`src/rtl/johnson_pkg.sv`:
```
// Shared types and helpers for Johnson-code consumers: lock FSM states,
// per-sample classification and output widths.
package johnson_pkg;

  typedef enum logic [1:0] {
    HUNT,
    ACQ,
    LOCKED
  } lock_state_e;

  typedef enum logic [2:0] {
    NONE,
    HOLD,
    GOOD,
    SEQ,
    ILL
  } sample_cls_e;

  localparam int ERR_CNT_W = 8;

  function automatic int phase_width(input int n);
    return $clog2(2 * n);
  endfunction

endpackage

```
`src/rtl/johnson_code_check.sv`:
```
// Combinational Johnson-word checker: flags legal thermometer codes and
// decodes them to a phase index 0..2N-1.
import johnson_pkg::*;

module johnson_code_check #(
  parameter int N = 4,
  localparam int PW = phase_width(N)
) (
  input  logic [N-1:0]  q_in,
  output logic          legal,
  output logic [PW-1:0] phase
);

  logic [PW:0] ones;
  logic [PW:0] edges;

  // A legal Johnson word has at most one 0/1 boundary; the ones count
  // then pins the position along the ring.
  always_comb begin
    ones  = '0;
    edges = '0;
    for (int i = 0; i < N; i++) begin
      ones = ones + (PW+1)'(q_in[i]);
    end
    for (int i = 0; i < N - 1; i++) begin
      edges = edges + (PW+1)'(q_in[i] ^ q_in[i+1]);
    end
    legal = (edges <= (PW+1)'(1));
    if (q_in[0]) begin
      phase = PW'((PW+1)'(2 * N) - ones);
    end else begin
      phase = PW'(ones);
    end
  end

endmodule

```
`src/rtl/johnson_phase_decoder.sv`:
```
// Johnson phase decoder with successor checking and lock FSM.
// Optional sticky error flag and clear input: JOHNSON_DEC_STICKY_ERR_EN.
import johnson_pkg::*;

module johnson_phase_decoder #(
  parameter int N          = 4,
  parameter int LOCK_COUNT = 3,
  parameter int ERR_LIMIT  = 2,
  localparam int PW = phase_width(N)
) (
  input  logic                 clk,
  input  logic                 reset,
  input  logic [N-1:0]         q_in,
  input  logic                 in_valid,
  output logic [PW-1:0]        phase,
  output logic                 phase_valid,
  output logic                 locked,
  output logic                 illegal,
  output logic                 seq_err,
  output logic [ERR_CNT_W-1:0] err_count
`ifdef JOHNSON_DEC_STICKY_ERR_EN
  ,
  input  logic                 err_clr,
  output logic                 err_sticky
`endif
);

  localparam int GW = $clog2(LOCK_COUNT + 1);
  localparam int BW = $clog2(ERR_LIMIT + 1);
  localparam logic [PW-1:0] LAST_PHASE = PW'(2 * N - 1);

  lock_state_e          state_q, state_d;
  sample_cls_e          cls;
  logic [PW-1:0]        phase_q, phase_d, next_phase;
  logic                 phase_valid_q, phase_valid_d;
  logic                 illegal_q, illegal_d;
  logic                 seq_err_q, seq_err_d;
  logic [GW-1:0]        good_q, good_d;
  logic [BW-1:0]        bad_q, bad_d;
  logic [ERR_CNT_W-1:0] err_count_q, err_count_d;
  logic                 code_legal;
  logic [PW-1:0]        code_phase;
  logic                 is_err;
  logic                 err_clr_i;

  johnson_code_check #(.N(N)) u_check (
    .q_in  (q_in),
    .legal (code_legal),
    .phase (code_phase)
  );

`ifdef JOHNSON_DEC_STICKY_ERR_EN
  logic err_sticky_q, err_sticky_d;
  assign err_clr_i    = err_clr;
  assign err_sticky_d = is_err | (err_sticky_q & ~err_clr);
  assign err_sticky   = err_sticky_q;
`else
  assign err_clr_i = 1'b0;
`endif

  assign next_phase = (phase_q == LAST_PHASE) ? '0 : phase_q + 1'b1;

  // phase_q doubles as the stored previous phase; it is only meaningful
  // outside HUNT, so a legal word in HUNT just anchors (classed as HOLD).
  always_comb begin
    cls = NONE;
    if (in_valid) begin
      if (!code_legal) begin
        cls = ILL;
      end else if (state_q == HUNT || code_phase == phase_q) begin
        cls = HOLD;
      end else if (code_phase == next_phase) begin
        cls = GOOD;
      end else begin
        cls = SEQ;
      end
    end
  end

  assign is_err = (cls == SEQ) || (cls == ILL);

  always_comb begin
    state_d = state_q;
    good_d  = good_q;
    bad_d   = bad_q;
    case (state_q)
      HUNT: begin
        if (cls == HOLD) begin
          state_d = ACQ;
          good_d  = '0;
          bad_d   = '0;
        end
      end
      ACQ: begin
        if (cls == GOOD) begin
          if (good_q + 1'b1 == GW'(LOCK_COUNT)) begin
            state_d = LOCKED;
            good_d  = '0;
            bad_d   = '0;
          end else begin
            good_d = good_q + 1'b1;
          end
        end else if (is_err) begin
          good_d = '0;
        end
      end
      LOCKED: begin
        if (cls == GOOD) begin
          bad_d = '0;
        end else if (is_err) begin
          if (bad_q + 1'b1 == BW'(ERR_LIMIT)) begin
            state_d = HUNT;
            bad_d   = '0;
            good_d  = '0;
          end else begin
            bad_d = bad_q + 1'b1;
          end
        end
      end
      default: state_d = HUNT;
    endcase
  end

  always_comb begin
    phase_d       = phase_q;
    phase_valid_d = 1'b0;
    illegal_d     = (cls == ILL);
    seq_err_d     = (cls == SEQ);
    err_count_d   = err_count_q;
    if (in_valid && code_legal) begin
      phase_d       = code_phase;
      phase_valid_d = 1'b1;
    end
    // A clear and an error in the same cycle leave the new error counted.
    if (err_clr_i) begin
      err_count_d = '0;
    end
    if (is_err && err_count_d != '1) begin
      err_count_d = err_count_d + 1'b1;
    end
  end

  always_ff @(posedge clk) begin
    if (reset) begin
      state_q       <= HUNT;
      phase_q       <= '0;
      phase_valid_q <= 1'b0;
      illegal_q     <= 1'b0;
      seq_err_q     <= 1'b0;
      good_q        <= '0;
      bad_q         <= '0;
      err_count_q   <= '0;
    end else begin
      state_q       <= state_d;
      phase_q       <= phase_d;
      phase_valid_q <= phase_valid_d;
      illegal_q     <= illegal_d;
      seq_err_q     <= seq_err_d;
      good_q        <= good_d;
      bad_q         <= bad_d;
      err_count_q   <= err_count_d;
    end
  end

`ifdef JOHNSON_DEC_STICKY_ERR_EN
  always_ff @(posedge clk) begin
    if (reset) begin
      err_sticky_q <= 1'b0;
    end else begin
      err_sticky_q <= err_sticky_d;
    end
  end
`endif

  assign phase       = phase_q;
  assign phase_valid = phase_valid_q;
  assign locked      = (state_q == LOCKED);
  assign illegal     = illegal_q;
  assign seq_err     = seq_err_q;
  assign err_count   = err_count_q;

endmodule

```
`config.mk`:
```
export PLATFORM = sky130hd
export DESIGN_NAME = johnson_phase_decoder
export DESIGN_NICKNAME = d
export VERILOG_FILES = /design/src/rtl/johnson_pkg.sv /design/src/rtl/johnson_code_check.sv /design/src/rtl/johnson_phase_decoder.sv
export SDC_FILE = /design/constraint.sdc
export NUM_CORES = 1
export LEC_CHECK = 0
export ABC_CLOCK_PERIOD_IN_PS = 5100
export BUFFER_PORTS_ARGS = -buffer_cell sky130_fd_sc_hd__buf_2
export CORE_ASPECT_RATIO = 1.5
export CORE_MARGIN = 1
export CORE_UTILIZATION = 45
export CTS_CLUSTER_DIAMETER = 60
export DETAILED_ROUTE_END_ITERATION = 8
export PLACE_DENSITY = 0.72
export SLEW_MARGIN = 20
export SYNTH_ARGS = -nofsm -noshare
export SYNTH_HDL_FRONTEND = slang
export SYNTH_SLANG_ARGS = --single-unit
```
`constraint.sdc`:
```
create_clock -name clk -period 5.1 [get_ports clk]
set_input_delay 1.02 -clock clk [delete_from_list [all_inputs] [get_ports clk]]
set_output_delay 1.02 -clock clk [all_outputs]
set_load 0.03 [all_outputs]
```
==> flow_metrics.tcl, run 1 <==
set metrics [dict create \
    grt_usage 0.177 \
    ant_nets 0 \
    synth-simple-area-share 0.217 \
    routed_via_density 5.25 \
    cp.required_ns 5.25 \
    synth_top_area_share 0.323 \
    total_power_uw 482 \
    fin_area_mm2 0.00145 \
    synth_xor_area_frac 0.0979 \
    peakVddDrop_mv 0.185 \
    synth_area_leaders "dfxtp_1, ha_1, xnor2_1, nor2_1, a211oi_1" \
    pwr_density_cell_mw_per_mm2 332 \
    status "finished clean" \
    synth-edff-count 0 \
    place_area_mm2 0.00138 \
    avgRoutedWirePerCell_um 12.4 \
    final_cells 198 \
    clk_path_buf_depth 2 \
    synthAdderAreaFrac 0.0868 \
    die_area_mm2 0.00297 \
    diodes 0 \
    cts_buffers 3 \
    rows 23 \
    nets 177 \
    p_leak_uw 0.000658 \
    start_kind "primary input" \
    synth_mux_area_frac 0.0464 \
    vias 1040 \
    cp_max_fo 5 \
    arrival_ns 4.22 \
    post-place-cells 194 \
    clkLatencyLatePin_ns 0.26 \
    postSynthCellCount 140 \
    max_slew.worst_pin.slew_ns 0.563 \
    rsz0062_at_grt "no" \
    syn_to_final_growth_pct 17.1 \
    nFillCells 261 \
    hold_buffers 0 \
    post_cts_buffers 0 \
    synth_top_family_by_area "simple AND/OR/NAND/NOR gates" \
    dpl.hpwl_mm 1.90 \
    synth.distinct_cells 44 \
    drv_cap 0 \
    ys.flop_type "dfxtp_1" \
    worstHoldPathCells 1 \
    die_width_um 44.9 \
    final_core_util 0.548 \
    drc_errors 0 \
    layout_worst_path_cycle_share 0.797 \
    cts_resized 0 \
    syn-num-nets 155 \
    first_iter_violations 32 \
    antenna_found_initial 0 \
    path_clk_slew_ns 0.08 \
    skew_ns 0.00416 \
    report.final.setup_viol 0 \
    start_util 0.468 \
    multi_input_area_um2 779 \
    grt_pass1_wl_mm 3.91 \
    ios 22 \
    gp_congestion 0.789 \
    end_kind "flop" \
    die_h_um 66.3 \
    ys_warn_count 0 \
    r2r_cells 7 \
    cts-root-buf "clkbuf_8" \
    port_buffers 21 \
    first_pass_iters 4 \
    synth_compound_area_frac 0.181 \
    drive_gt1_frac 0.255 \
    path_class "primary input to flop" \
    overflow 0 \
    hold_viol_final 0 \
    grt_max_degree 23 \
    layout_min_cycle_time_ns 4.07 \
    clkSinkCount 20 \
    yosysSeqAreaShare 0.323 \
    slew_headroom 0.623 \
    fmax_mhz 246 \
    fin_setup_tns_ns 0 \
    synth_area_mm2 0.00124 \
    yosys.area.top_type "dfxtp_1" \
    cts_tree "built" \
    seq_area_um2 400 \
    ys_ff_latch 20 \
    avgSynthCellArea_um2 8.86 \
    hold_class "flop to flop" \
    wl_mm 2.46 \
    cts.htree.levels 1 \
    core_area_mm2 0.00265 \
    slew_violations 0 \
    grt_pass1_vias 956 \
    async_flop_share 0 \
]
==> cell usage after synthesis, types with 2 or more instances <==
| cell type | number |
|---|---|
| a211oi_1 | 6 |
| a21oi_1 | 4 |
| a31o_2 | 2 |
| and2_1 | 2 |
| and3_1 | 3 |
| and4_1 | 2 |
| clkbuf_1 | 4 |
| dfxtp_1 | 20 |
| ha_1 | 7 |
| inv_1 | 11 |
| mux2_2 | 3 |
| nand2_1 | 7 |
| nand2b_1 | 2 |
| nand4_1 | 2 |
| nor2_1 | 18 |
| nor2b_1 | 3 |
| nor3_1 | 5 |
| o21ai_0 | 2 |
| o221a_2 | 2 |
| o22ai_1 | 2 |
| xnor2_1 | 8 |
| xor2_1 | 3 |
==> layout make-up <==
class / count / area share
clock buffer: 3 / 0.0284
clock inverter: 1 / 0.0207
inverter: 11 / 0.0284
multi-input combinational: 104 / 0.537
sequential: 20 / 0.276
tap: 37 / 0.0319
timing repair buffer: 22 / 0.0776
==> worst max-delay path: stages <==
cell and delay (ns):
buf_2 0.13, ha_1 0.30, inv_1 0.05, fa_1 0.35
inv_1 0.06, ha_1 0.24, inv_1 0.07, ha_1 0.23
mux2i_2 0.23, xnor2_1 0.24, o221ai_1 0.30, a21oi_1 0.41
and4_1 0.26, mux2_2 0.33
==> worst paths after layout <==
| path | end | slack, ns | start |
|---|---|---|---|
| max reg2reg | bad_q[0]$_SDFFE_PP0P_ | 2.54 | phase[0]$_SDFFE_PP0P_ |
| min | good_q[0]$_SDFFE_PP0P_ | 0.46 | good_q[0]$_SDFFE_PP0P_ |
| max | err_count[7]$_SDFFE_PP0P_ | 1.03 | q_in[0] |
| min reg2reg | good_q[0]$_SDFFE_PP0P_ | 0.46 | good_q[0]$_SDFFE_PP0P_ |
==> routing by layer <==
layer | wire [um] | track usage | up-vias
met5 | 0 | 0 | -
met4 | 42 | 0.0795 | 0
met3 | 56 | 0.0164 | 5
met2 | 1300 | 0.327 | 17
met1 | 1060 | 0.195 | 479
li1 | - | - | 539
==> through the flow <==
step	hold WS (ns)	setup WS [ns]
2_1_floorplan	0.423	1.15
3_3_place_gp	0.430	0.797
3_5_place_dp	0.444	0.741
4_1_cts	0.461	1.01
5_1_grt	0.466	0.815
6_report	0.455	1.03
==> power by group <==
part	switching [uW]	leakage, uW	internal (uW)
registers	10.5	0.000163	165
clock network	55.7	0.0000357	105
logic	87.2	0.000460	58.0
total	153	0.000658	328
==> cell families after synthesis <==
logic type,count (synthesis)
buffers and inverters,16
muxes,5
AOI/OAI and AO/OA,28
xor gates and xnor gates,12
DFF,20
and+or+nand+nor,51
adders and majority gates,8
==> registers in the layout, summed over array words and instances (netlist names) <==
| name | cells |
|---|---|
| bad_q | 2 |
| err_count | 8 |
| good_q | 2 |
| illegal | 1 |
| phase | 3 |
| phase_valid | 1 |
| seq_err | 1 |
| state_q | 2 |
==> cell usage in the layout, fill, tap and decap left out, types with 2 or more instances in the layout <==
master | Yosys | layout
a211oi_1 | 6 | 6
a21oi_1 | 4 | 4
a31o_2 | 2 | 2
and2_1 | 2 | 2
and3_1 | 3 | 3
and4_1 | 2 | 2
buf_2 | 0 | 21
clkbuf_8 | 0 | 3
dfxtp_1 | 20 | 20
ha_1 | 7 | 7
inv_1 | 11 | 11
mux2_2 | 3 | 3
nand2_1 | 7 | 7
nand2b_1 | 2 | 2
nand4_1 | 2 | 2
nor2_1 | 18 | 18
nor2b_1 | 3 | 3
nor3_1 | 5 | 5
o21ai_0 | 2 | 2
o221a_2 | 2 | 2
o22ai_1 | 2 | 2
xnor2_1 | 8 | 8
xor2_1 | 3 | 3
(Power assumes the default switching activity.)
==> inputs of run 2 (changes only) <==
--- a/config.mk
+++ b/config.mk
@@ -5,7 +5,7 @@
 export SDC_FILE = /design/constraint.sdc
 export NUM_CORES = 1
 export LEC_CHECK = 0
-export ABC_CLOCK_PERIOD_IN_PS = 5100
+export ABC_CLOCK_PERIOD_IN_PS = 3950
 export BUFFER_PORTS_ARGS = -buffer_cell sky130_fd_sc_hd__buf_2
 export CORE_ASPECT_RATIO = 1.5
 export CORE_MARGIN = 1
==> constraint.sdc (replaced) <==
create_clock -name clk -period 3.95 [get_ports clk]
set_input_delay 0.79 -clock clk [delete_from_list [all_inputs] [get_ports clk]]
set_output_delay 0.79 -clock clk [all_outputs]
set_load 0.03 [all_outputs]
==> run 2 against run 1 <==
Against the previous run:
- non-clock buffer count grew 5
- first-iteration DRC count shrank 41%
- die area stayed put
- hold slack worse by 0.0035 ns
- via count rose by 7.9%
- global-route usage increased by 2.1 points
- clock-buffer cell count unchanged
- cell area grew 2.6%
- routed wire length is 4.4% higher
- critical path depth stayed put
- utilization up 1.4 points
- critical endpoint is now bad_q[0]$_SDFFE_PP0P_
- largest power group unchanged
==> flow_metrics.tcl, run 2 (synthesis gave the netlist of run 1 again) <==
set metrics [dict create \
    status "finished clean" \
    grt_pass1_vias 1048 \
    cts.htree.levels 1 \
    place_area_mm2 0.00142 \
    slew_violations 0 \
    layout_common_cells "buf_2, dfxtp_1, nor2_1" \
    timing.rr.end "bad_q[0]$_SDFFE_PP0P_" \
    final_common_cell "buf_2" \
    clkSinkCount 20 \
    vias 1122 \
    hold_path_end "bad_q[1]$_SDFFE_PP0P_" \
    diodes 0 \
    skew_ns 0.00162 \
    hp-start "bad_q[1]$_SDFFE_PP0P_" \
    hold_class "flop to flop" \
    seq_area_um2 400 \
    clk_path_buf_depth 2 \
    ant_nets 0 \
    largest_reg_flops 8 \
    hold_viol_final 0 \
    rsz0062_at_grt "no" \
    layout_worst_path_cycle_share 0.936 \
    report.final.setup_viol 0 \
    worst_slack_ns 0.253 \
    antenna_found_initial 0 \
    r2r_slack_ns 1.42 \
    grt_usage 0.198 \
    ios 22 \
    fin_area_mm2 0.00149 \
    drive_gt1_frac 0.277 \
    cts-root-buf "clkbuf_8" \
    syn_to_final_growth_pct 20.1 \
    post_cts_buffers 0 \
    gp_congestion 0.824 \
    nets 182 \
    cts_tree "built" \
    grt_pass1_wl_mm 4.28 \
    start_util 0.468 \
    avgRoutedWirePerCell_um 12.7 \
    core_area_mm2 0.00265 \
    rows 23 \
    fmax_mhz 271 \
    grt_max_degree 23 \
    arrival_ns 3.90 \
    die_h_um 66.3 \
    hold_slack_ns 0.452 \
    worstPathCellList "buf_2 -> ha_1 -> inv_1 -> fa_1 -> inv_1 -> ha_1 -> inv_1 -> ha_1 -> mux2i_2 -> xnor2_1 -> or3_4 -> or4_4 -> a21o_1 -> a21oi_2" \
    slew_headroom 0.623 \
    drc_errors 0 \
    path_class "primary input to flop" \
    cp_max_fo 4 \
    wl_mm 2.57 \
    max_slew.worst_pin.slew_ns 0.565 \
    multi_input_area_um2 779 \
    cpPeakStageDelay_ns 0.53 \
    end_kind "flop" \
    dp_worst_setup_slack_ns -0.0219 \
    routed_via_density 5.53 \
    worst_path_max_delay_cell "or4_4" \
    port_buffers 21 \
    r2r-start "phase[0]$_SDFFE_PP0P_" \
    worstHoldPathCells 2 \
    peakVddDrop_mv 0.326 \
    start_kind "primary input" \
    crit_buf_inv 4 \
    cts_resized 0 \
    p_leak_uw 0.000683 \
    cp.required_ns 4.15 \
    layout_min_cycle_time_ns 3.70 \
    r2r_cells 7 \
    cp_top_family "adder cells" \
    first_pass_iters 5 \
    nFillCells 257 \
    pwr_density_cell_mw_per_mm2 427 \
    dpl.hpwl_mm 2.02 \
    path_clk_slew_ns 0.08 \
    first_iter_violations 19 \
    die_area_mm2 0.00297 \
    clkLatencyLatePin_ns 0.26 \
    drv_cap 0 \
    hold_buffers 0 \
    overflow 0 \
    cts_buffers 3 \
    die_width_um 44.9 \
]
## run 2: stage by stage
| stage | power, uW | instances | TNS [ns] | util |
|---|---|---|---|---|
| 6_report | 636 | 203 | 0 | 0.562 |
| 5_1_grt | 673 | 203 | 0 | 0.562 |
| 4_1_cts | 639 | 203 | 0 | 0.562 |
| 3_5_place_dp | 432 | 199 | -0.0219 | 0.535 |
| 3_3_place_gp | 426 | 199 | 0 | 0.535 |
| 2_1_floorplan | 376 | 140 | 0 | - |
## run 2: how the worst max path moves through the flow
stage | end | cells past startpoint | startpoint
3_5_place_dp | bad_q[0]$_SDFFE_PP0P_ | 14 | q_in[0]
6_report | bad_q[0]$_SDFFE_PP0P_ | 14 | q_in[0]
4_1_cts | bad_q[0]$_SDFFE_PP0P_ | 14 | q_in[0]
5_1_grt | bad_q[0]$_SDFFE_PP0P_ | 14 | q_in[0]
2_1_floorplan | err_count[7]$_SDFFE_PP0P_ | 13 | q_in[0]
3_3_place_gp | bad_q[0]$_SDFFE_PP0P_ | 14 | q_in[0]
## run 2: cell type report
| class | count | area share |
|---|---|---|
| timing repair buffer | 27 | 0.101 |
| clock inverter | 1 | 0.0202 |
| multi-input combinational | 104 | 0.524 |
| clock buffer | 3 | 0.0277 |
| sequential | 20 | 0.269 |
| tap | 37 | 0.0311 |
| inverter | 11 | 0.0277 |
## run 2: worst min-delay path: cells and delay by family, from the launching register on
kind / cells / cell delay [ns]
buffers and inverters: 1 / 0.06
flip-flops: 1 / 0.30
AO/OA/AOI/OAI: 1 / 0.05
## run 2: layer usage
| metal | global-route usage | share of wire | wire [um] | vias up |
|---|---|---|---|---|
| li1 | - | - | - | 551 |
| met1 | 0.199 | 0.40 | 1020 | 534 |
| met2 | 0.358 | 0.53 | 1370 | 28 |
| met3 | 0.0273 | 0.033 | 85 | 9 |
| met4 | 0.133 | 0.037 | 94 | 0 |
| met5 | 0 | 0 | 0 | - |
## run 2: power by group
group | total [uW] | switching (uW) | leakage [uW] | internal [uW]
clock network | 208 | 72.2 | 0.0000357 | 135
registers | 227 | 13.7 | 0.000163 | 214
logic | 201 | 116 | 0.000484 | 85.4
total | 636 | 202 | 0.000683 | 434
==> inputs of run 3 (changes only) <==
--- a/config.mk
+++ b/config.mk
@@ -7,7 +7,7 @@
 export LEC_CHECK = 0
 export ABC_CLOCK_PERIOD_IN_PS = 3950
 export BUFFER_PORTS_ARGS = -buffer_cell sky130_fd_sc_hd__buf_2
-export CORE_ASPECT_RATIO = 1.5
+export CORE_ASPECT_RATIO = 1.1
 export CORE_MARGIN = 1
 export CORE_UTILIZATION = 45
 export CTS_CLUSTER_DIAMETER = 60
==> run 3 against run 2 <==
Against the previous run:
- clock skew is essentially flat
- first-iteration DRC count grew 42%
- combinational power is essentially flat
- flip-flop and latch count is the same
- total power shrank 15%
- fmax grew 1.8%
- critical path type unchanged
- largest cell class unchanged
- highest routed layer unchanged
==> flow_metrics.tcl, run 3 (synthesis gave the netlist of run 1 again) <==
set metrics [dict create \
    status "finished clean" \
    peakVddDrop_mv 0.335 \
    layout_min_cycle_time_ns 3.63 \
    clkLatencyLatePin_ns 0.30 \
    die_h_um 57.1 \
    dpl.hpwl_mm 1.92 \
    hold_buffers 0 \
    worst_path_max_delay_cell "or4_4" \
    start_kind "primary input" \
    slew_violations 0 \
    avgRoutedWirePerCell_um 12.3 \
    cts_buffers 3 \
    layout_common_cells "buf_2, dfxtp_1, nor2_1" \
    grt_usage 0.187 \
    r2r-start "phase[0]$_SDFFE_PP0P_" \
    cpPeakStageDelay_ns 0.53 \
    cts_tree "built" \
    wl_mm 2.43 \
    end_kind "flop" \
    layout_worst_path_cycle_share 0.919 \
    drc_errors 0 \
    routed_via_density 5.46 \
    largest_reg_flops 8 \
    r2r_cells 7 \
    report.final.setup_viol 0 \
    start_util 0.487 \
    max_slew.worst_pin.slew_ns 0.563 \
    nFillCells 225 \
    worstPathCellList "buf_2 -> ha_1 -> inv_1 -> fa_1 -> inv_1 -> ha_1 -> inv_1 -> ha_1 -> mux2i_2 -> xnor2_1 -> or3_4 -> or4_4 -> a21o_1 -> a21oi_2" \
    p_leak_uw 0.000668 \
    timing.rr.end "bad_q[0]$_SDFFE_PP0P_" \
    path_class "primary input to flop" \
    grt_pass1_wl_mm 4.15 \
    cts-root-buf "clkbuf_4" \
    vias 1076 \
    die_area_mm2 0.00297 \
    post_cts_buffers 0 \
    syn_to_final_growth_pct 16.7 \
    ios 22 \
    port_buffers 21 \
    post-place-cells 193 \
    skew_ns 0.00142 \
    overflow 0 \
    cp.required_ns 4.19 \
    drv_cap 0 \
    slew_headroom 0.623 \
    fin_setup_tns_ns 0 \
    path_clk_slew_ns 0.11 \
    arrival_ns 3.87 \
    grt_max_degree 23 \
    cts.htree.levels 1 \
    gp_congestion 0.856 \
    r2r_slack_ns 1.39 \
    cp_max_fo 4 \
    cts_resized 0 \
    crit_end "bad_q[0]$_SDFFE_PP0P_" \
    die_width_um 52.1 \
    nets 182 \
    fmax_mhz 275 \
    ant_nets 0 \
    diodes 0 \
    cp-startpoint "q_in[0]" \
    hold_viol_final 0 \
    pwr_density_cell_mw_per_mm2 376 \
    rows 19 \
    clkSinkCount 20 \
    clk_path_buf_depth 2 \
    final_common_cell "buf_2" \
    seq_area_um2 400 \
    hold_class "flop to flop" \
    core_area_mm2 0.00254 \
    final_cells 197 \
    antenna_found_initial 0 \
    grt_pass1_vias 1005 \
    multi_input_area_um2 779 \
    first_iter_violations 27 \
    drive_gt1_frac 0.277 \
    first_pass_iters 4 \
    rsz0062_at_grt "no" \
]
-- run 3: cell count changes in the layout (fill, tap and decap cells not counted), sizes merged --
cell,previous run,this run
bufinv,1,0
clkbuf,3,4
-- run 3: layer usage --
metal | wire, um | global-route usage | up-vias | part of all wire
li1 | - | - | 554 | -
met1 | 1110 | 0.221 | 487 | 0.46
met2 | 1180 | 0.310 | 31 | 0.48
met3 | 109 | 0.0613 | 4 | 0.045
met4 | 33 | 0.0695 | 0 | 0.014
met5 | 0 | 0 | - | 0
-- run 3: cell type report --
cell class                      count  share of cell area
Multi-Input combinational cell    104               0.539
Tap cell                           31              0.0268
Sequential cell                    20               0.277
Clock buffer                        4              0.0251
Inverter                           11              0.0285
Timing Repair Buffer               27               0.104
-- run 3: how the worst min path moves through the flow --
stage                                 from                     end  slack, ns  cells after the start
finish               bad_q[1]$_SDFFE_PP0P_   bad_q[1]$_SDFFE_PP0P_       0.46                      2
global route        good_q[0]$_SDFFE_PP0P_  good_q[0]$_SDFFE_PP0P_       0.49                      1
CTS                  bad_q[1]$_SDFFE_PP0P_   bad_q[1]$_SDFFE_PP0P_       0.46                      2
detailed placement   bad_q[1]$_SDFFE_PP0P_   bad_q[1]$_SDFFE_PP0P_       0.44                      2
global placement    good_q[0]$_SDFFE_PP0P_  good_q[0]$_SDFFE_PP0P_       0.44                      1
floorplan            bad_q[1]$_SDFFE_PP0P_   bad_q[1]$_SDFFE_PP0P_       0.42                      2
-- run 3: critical path: cells and delay by family --
kind | cells | cell delay, ns
muxes | 1 | 0.24
and+or+nand+nor | 2 | 0.92
buffers and inverters | 4 | 0.32
adders and majority gates | 4 | 1.13
xor gates and xnor gates | 1 | 0.15
AOI/OAI and AO/OA | 2 | 0.32
-- run 3: metrics by stage --
stage                      util  power (uW)  instance area [um2]  hold WS (ns)  worst slack (ns)
after CTS                 0.569         551                 1450         0.460             0.320
after detailed placement  0.554         431                 1410         0.444          -0.00240
after floorplan               -         376                 1240         0.423             0.229
final                     0.569         544                 1450         0.456             0.319
after global routing      0.569         581                 1450         0.495             0.132
after global placement    0.554         426                 1410         0.439            0.0955
-- run 3: power breakdown --
part           switching, uW  total [uW]  leakage [uW]  internal, uW
clock network           60.3         117     0.0000210          56.2
logic                    114         200      0.000484          86.1
registers               13.3         227      0.000163           214
total                    188         544      0.000668           356
